**src/rtl/board_write_ctl.sv**
```systemverilog
// Write-port sequencer for one board_mem: clear sweep, shot writes and ship placement share the port.
// Latency: request sampled at edge N, write/ack registered at edge N+1; clear writes one cell per cycle.
// Backpressure: requests are held until ack/err; ignored while the clear sweep runs; at most one grant per 2 cycles.
//
// Ports:
//   clk, rst (synchronous, active-low)
//   clear_start            -> busy (high for the 144 clear-write cycles)
//   shot_req/x/y/hit       -> shot_ack
//   place_req/x/y          -> place_ack / place_err
//   write_addr {y,x}, write_data (00 EMPTY, 01 SHIP, 10 MISS, 11 HIT), write_enable -> board_mem
// Optional: define BOARD_WRITE_CTL_RR_EN for round-robin shot/place arbitration
// (default: fixed priority, shot over place). Clear always has absolute priority.
module board_write_ctl #(
    parameter int X_SIZE       = 12,
    parameter int Y_SIZE       = 12,
    parameter int X_ADDR_WIDTH = 4,
    parameter int Y_ADDR_WIDTH = 4
) (
    input  logic                                 clk,
    input  logic                                 rst,
    input  logic                                 clear_start,
    output logic                                 busy,
    input  logic                                 shot_req,
    input  logic [X_ADDR_WIDTH-1:0]              shot_x,
    input  logic [Y_ADDR_WIDTH-1:0]              shot_y,
    input  logic                                 shot_hit,
    output logic                                 shot_ack,
    input  logic                                 place_req,
    input  logic [X_ADDR_WIDTH-1:0]              place_x,
    input  logic [Y_ADDR_WIDTH-1:0]              place_y,
    output logic                                 place_ack,
    output logic                                 place_err,
    output logic [Y_ADDR_WIDTH+X_ADDR_WIDTH-1:0] write_addr,
    output logic [1:0]                           write_data,
    output logic                                 write_enable
);

    typedef enum logic [1:0] {
        IDLE  = 2'd0,
        CLEAR = 2'd1,
        GRANT = 2'd2
    } state_t;

    state_t state, state_nxt;

    logic [X_ADDR_WIDTH-1:0] cnt_x;
    logic [Y_ADDR_WIDTH-1:0] cnt_y;
    logic                    cnt_last;

    // Request captured at the IDLE edge and replayed in the GRANT cycle
    logic                    src_shot;
    logic [X_ADDR_WIDTH-1:0] cap_x;
    logic [Y_ADDR_WIDTH-1:0] cap_y;
    logic                    cap_hit;
    logic                    cap_in_range;

    logic                    pick_shot;

    // Next values of the registered outputs
    logic                                 busy_nxt;
    logic                                 we_nxt;
    logic                                 shot_ack_nxt;
    logic                                 place_ack_nxt;
    logic                                 place_err_nxt;
    logic [Y_ADDR_WIDTH+X_ADDR_WIDTH-1:0] addr_nxt;
    logic [1:0]                           data_nxt;

    assign cnt_last = (cnt_x == X_ADDR_WIDTH'(X_SIZE - 1)) &&
                      (cnt_y == Y_ADDR_WIDTH'(Y_SIZE - 1));

    assign cap_in_range = (int'(cap_x) < X_SIZE) && (int'(cap_y) < Y_SIZE);

`ifdef BOARD_WRITE_CTL_RR_EN
    // Set when shot was granted last, so place wins the next tie
    logic prefer_place;
    assign pick_shot = shot_req && (!place_req || !prefer_place);
`else
    assign pick_shot = shot_req;
`endif

    // State register
    always_ff @(posedge clk) begin
        if (!rst) begin
            state <= IDLE;
        end else begin
            state <= state_nxt;
        end
    end

    // Next-state logic
    always_comb begin
        state_nxt = IDLE;
        case (state)
            IDLE: begin
                if (clear_start)                state_nxt = CLEAR;
                else if (shot_req || place_req) state_nxt = GRANT;
                else                            state_nxt = IDLE;
            end
            CLEAR: begin
                if (clear_start)   state_nxt = CLEAR;
                else if (cnt_last) state_nxt = IDLE;
                else               state_nxt = CLEAR;
            end
            default: state_nxt = IDLE;
        endcase
    end

    // Sweep counter and request capture
    always_ff @(posedge clk) begin
        if (!rst) begin
            cnt_x    <= '0;
            cnt_y    <= '0;
            src_shot <= 1'b0;
            cap_x    <= '0;
            cap_y    <= '0;
            cap_hit  <= 1'b0;
`ifdef BOARD_WRITE_CTL_RR_EN
            prefer_place <= 1'b0;
`endif
        end else begin
            case (state)
                IDLE: begin
                    if (clear_start) begin
                        cnt_x <= '0;
                        cnt_y <= '0;
                    end else if (shot_req || place_req) begin
                        src_shot <= pick_shot;
                        cap_x    <= pick_shot ? shot_x : place_x;
                        cap_y    <= pick_shot ? shot_y : place_y;
                        cap_hit  <= shot_hit;
`ifdef BOARD_WRITE_CTL_RR_EN
                        prefer_place <= pick_shot;
`endif
                    end
                end
                CLEAR: begin
                    if (clear_start) begin
                        cnt_x <= '0;
                        cnt_y <= '0;
                    end else if (cnt_x == X_ADDR_WIDTH'(X_SIZE - 1)) begin
                        cnt_x <= '0;
                        cnt_y <= cnt_y + 1'b1;
                    end else begin
                        cnt_x <= cnt_x + 1'b1;
                    end
                end
                default: ;
            endcase
        end
    end

    // Output logic: computes what the output registers load at the next edge
    always_comb begin
        busy_nxt      = 1'b0;
        we_nxt        = 1'b0;
        shot_ack_nxt  = 1'b0;
        place_ack_nxt = 1'b0;
        place_err_nxt = 1'b0;
        addr_nxt      = write_addr;
        data_nxt      = write_data;
        case (state)
            CLEAR: begin
                busy_nxt = 1'b1;
                we_nxt   = 1'b1;
                addr_nxt = {cnt_y, cnt_x};
                data_nxt = 2'b00;
            end
            GRANT: begin
                if (src_shot) begin
                    we_nxt       = 1'b1;
                    addr_nxt     = {cap_y, cap_x};
                    data_nxt     = {1'b1, cap_hit};
                    shot_ack_nxt = 1'b1;
                end else if (cap_in_range) begin
                    we_nxt        = 1'b1;
                    addr_nxt      = {cap_y, cap_x};
                    data_nxt      = 2'b01;
                    place_ack_nxt = 1'b1;
                end else begin
                    place_err_nxt = 1'b1;
                end
            end
            default: ;
        endcase
    end

    // Output registers
    always_ff @(posedge clk) begin
        if (!rst) begin
            busy         <= 1'b0;
            write_enable <= 1'b0;
            shot_ack     <= 1'b0;
            place_ack    <= 1'b0;
            place_err    <= 1'b0;
            write_addr   <= '0;
            write_data   <= '0;
        end else begin
            busy         <= busy_nxt;
            write_enable <= we_nxt;
            shot_ack     <= shot_ack_nxt;
            place_ack    <= place_ack_nxt;
            place_err    <= place_err_nxt;
            write_addr   <= addr_nxt;
            write_data   <= data_nxt;
        end
    end

endmodule

```
**config.mk**
```make
export PLATFORM = sky130hd
export DESIGN_NAME = board_write_ctl
export DESIGN_NICKNAME = d
export VERILOG_FILES = /design/src/rtl/board_write_ctl.sv
export SDC_FILE = /design/constraint.sdc
export NUM_CORES = 1
export LEC_CHECK = 0
export CORE_MARGIN = 1.5
export CORE_UTILIZATION = 30
export CTS_CLUSTER_SIZE = 28
export DETAILED_ROUTE_END_ITERATION = 6
export SYNTH_ARGS = -nofsm -noshare
export SYNTH_HDL_FRONTEND = slang
export SYNTH_SLANG_ARGS = --single-unit
```
**constraint.sdc**
```tcl
create_clock -name clk -period 1.4 [get_ports clk]
set_input_delay 0.21 -clock clk [delete_from_list [all_inputs] [get_ports clk]]
set_output_delay 0.21 -clock clk [all_outputs]
set_load 0.02 [all_outputs]
```
==> results.sh <==
export IMPL_via_count=1572
export IMPL_pre_cts_ws_ns=-0.135
export IMPL_hold_slack_ns=0.494
export IMPL_antenna_left=0
export IMPL_dr_pass1_iters=4
export IMPL_numClockSinks=35
export IMPL_synthMuxAreaShare_pct=10.3
export IMPL_synthXorXnorAreaFrac_pct=0.488
export IMPL_worstSetupEndpointType="flop"
export IMPL_failed_checks="negative setup slack"
export IMPL_drc=0
export IMPL_max_stage_delay_ns=0.34
export IMPL_clock_skew_ns=0.00334
export IMPL_stdcell_area_um2=2530
export IMPL_hold_start="cap_y[0]"
export IMPL_critPathBufInv=2
export IMPL_synth_fa_ha_area_share_pct=3.49
export IMPL_status="finished with violations"
export IMPL_synth_top_family_by_area="compound AO/OA/AOI/OAI gates"
export IMPL_row_count=27
export IMPL_arrival_ns=1.62
export IMPL_synth_edf_count=0
export IMPL_dp_cells=307
export IMPL_grt_pass1_vias=1459
export IMPL_placed_cell_area_um2=2310
export IMPL_nNetsFinal=273
export IMPL_dieArea_um2=6450
export IMPL_cpLargestDelayFamily="flip-flops"
export IMPL_synth_area_per_cell_um2=9.34
export IMPL_maxSlewHeadroom_pct=74.7
export IMPL_io_pins=37
export IMPL_tightest_slew_ns=0.379
export IMPL_r2r_start="state[1]"
export IMPL_die_x_um=80.3
export IMPL_cts_tree="built"
export IMPL_period_share_pct=101
export IMPL_worstSkewPairLatency_ns=0.28
export IMPL_start_kind="flop"
export IMPL_clockBufferDepth=2
export IMPL_yosys_area_share_simple_pct=14.4
export IMPL_ys_types=49
export IMPL_worst_endpoint_required_ns=1.60
export IMPL_leakage_nw=1.03
export IMPL_yosys_warnings=0
export IMPL_worstHoldPathType="flop to flop"
export IMPL_setup_slack_ns=-0.0162
export IMPL_critPathLaunch="state[1]"
export IMPL_hold_viol_final=0
export IMPL_grt_ovfl_total=0
export IMPL_finalMaxSlewViolations=0
export IMPL_ys_seq_elements=35
export IMPL_crit_fanout=7
export IMPL_finalWirelength_um=4230
export IMPL_power_total_mw=2.33
export IMPL_holdBufCountCts=0
export IMPL_io_buffers=36
export IMPL_numCtsBuffers=5
export IMPL_synthFlopType="dfxtp_1"
export IMPL_clk_pin_slew_ns=0.07
export IMPL_final_util_pct=44.8
export IMPL_final_layout_size_suffix_gt1_share_pct=27.9
export IMPL_drv_cap=0
export IMPL_async_reset_ff_share_pct=0
export IMPL_drtIter0Drc=53
export IMPL_htreeDepth=2
export IMPL_wl_per_cell_um=13.3
export IMPL_final_setup_viol_count=2
export IMPL_powerDensity_nw_per_um2=923
export IMPL_fp_coreArea_um2=5640
export IMPL_path_cells="inv_4, ha_4, buf_6, mux2i_4, or3_1, a211oi_2"
export IMPL_instances_no_fill=319
export IMPL_die_h_um=80.3
export IMPL_cts_root_buf="clkbuf_8"
export IMPL_gp_congestion=0.742
export IMPL_finalSetupTns_ns=-0.0251
export IMPL_worst_path_max_delay_cell="dfxtp_2"
export IMPL_grt_max_degree=17
export IMPL_fillers=554
export IMPL_period_needed_ns=1.42
export IMPL_synth_compound_area_share_pct=24.6
export IMPL_vdd_drop_max_uv=457
export IMPL_synth_fp_nets=219
export IMPL_track_usage_pct=13.7
export IMPL_ys_seq_area_share_pct=39.1
export IMPL_syn_to_final_growth_pct=41.0
export IMPL_start_util_pct=31.8
export IMPL_hpwl_um=3050
export IMPL_vias_per_cell=4.93
export IMPL_diodes=0
export IMPL_rsz0062_at_grt="yes"
export IMPL_syn_inst=192
export IMPL_crit_type="flop to flop"
export IMPL_antenna_found_initial=0
export IMPL_grt_first_pass_wirelength_um=6810
export IMPL_clock_fmax_mhz=706
export IMPL_synth_area_um2=1790
## power breakdown
group / switching [mW] / internal [mW]
Sequential: 0.0414 / 1.05
Combinational: 0.261 / 0.288
Clock: 0.352 / 0.340
## logic make-up after synthesis
logic type	Yosys count
simple gates	46
compound gates	66
fa+ha+maj	5
xor+xnor	1
flops	35
buf+inv	22
mux	17
## registers in the layout, summed over array words and instances (netlist names)
signal,cells
place_err,1
write_data,2
cap_hit,1
write_addr,8
cnt_x,4
state,2
src_shot,1
write_enable,1
place_ack,1
cnt_y,4
cap_y,4
shot_ack,1
busy,1
cap_x,4
## path summary, 6_finish.rpt
path | depth (start not counted) | slack (ns) | to
max | 6 | -0.02 | cnt_x[2]
min | 2 | 0.49 | write_addr[4]
max reg2reg | 6 | -0.02 | cnt_x[2]
min reg2reg | 2 | 0.49 | write_addr[4]
## layer usage
layer	part of all wire (%)	up-vias	wire length, µm	global-route usage, %
met5	0	-	0	0
met2	51	30	2160	22.2
met1	45	732	1920	17.1
met3	3.2	2	135	4.09
li1	-	808	-	-
met4	0.52	0	22	5.17
## Yosys cell counts (2+ instances only)
cell type	instances	area share, %
o22ai_1	2	0.70
mux2i_1	8	4.5
clkbuf_1	7	1.5
buf_2	3	0.84
a211oi_1	5	2.1
dfxtp_1	35	39
mux2_2	8	5.0
inv_1	5	1.0
and3_1	2	0.70
nand3_1	10	2.8
nor3_1	3	0.84
nor2_1	3	0.63
nand2_1	8	1.7
o21ai_0	19	5.3
o21ai_1	2	0.56
a21oi_1	13	3.6
or3_1	2	0.70
nand2b_1	5	1.7
nor2b_1	3	1.0
buf_6	4	2.5
ha_1	5	3.5
a211oi_2	6	4.2
a31oi_1	8	2.8
## cells in the final DEF, fill, tap and decap left out, drive strengths merged, types with 6 or more instances in the layout
cell type      instances
clkbuf                 6
o21ai                 21
a31oi                  8
a21oi                 13
dfxtp                 35
mux2                   8
mux2i                  9
buf                   26
dlygate4sd2           14
nand3                 10
a211oi                11
nand2                  8
clkdlybuf4s50         21
## worst reg2reg max path: stages, from the launching register on
cell      delay (ns)
dfxtp_2         0.34
inv_4           0.08
ha_4            0.18
buf_6           0.13
mux2i_4         0.08
or3_1           0.33
a211oi_2        0.21
## timing repair
| action | in CTS | in global routing |
|---|---|---|
| pin swaps | 0 | 6 |
| setup endpoints to repair | 33 | 26 |
| buffers inserted | 1 | 2 |
| resized for setup | 20 | 22 |
| gates cloned | 0 | 1 |
## area by class of cell
cell class	instances	area [µm²]	share of cell area (%)
multi-input combinational	135	1040	41.0
clock inverter	3	15.0	0.594
timing repair buffer	63	584	23.1
clock buffer	5	68.8	2.72
sequential	35	706	27.9
inverter	6	27.5	1.09
tap	72	90.1	3.56
(Power assumes the default switching activity.)
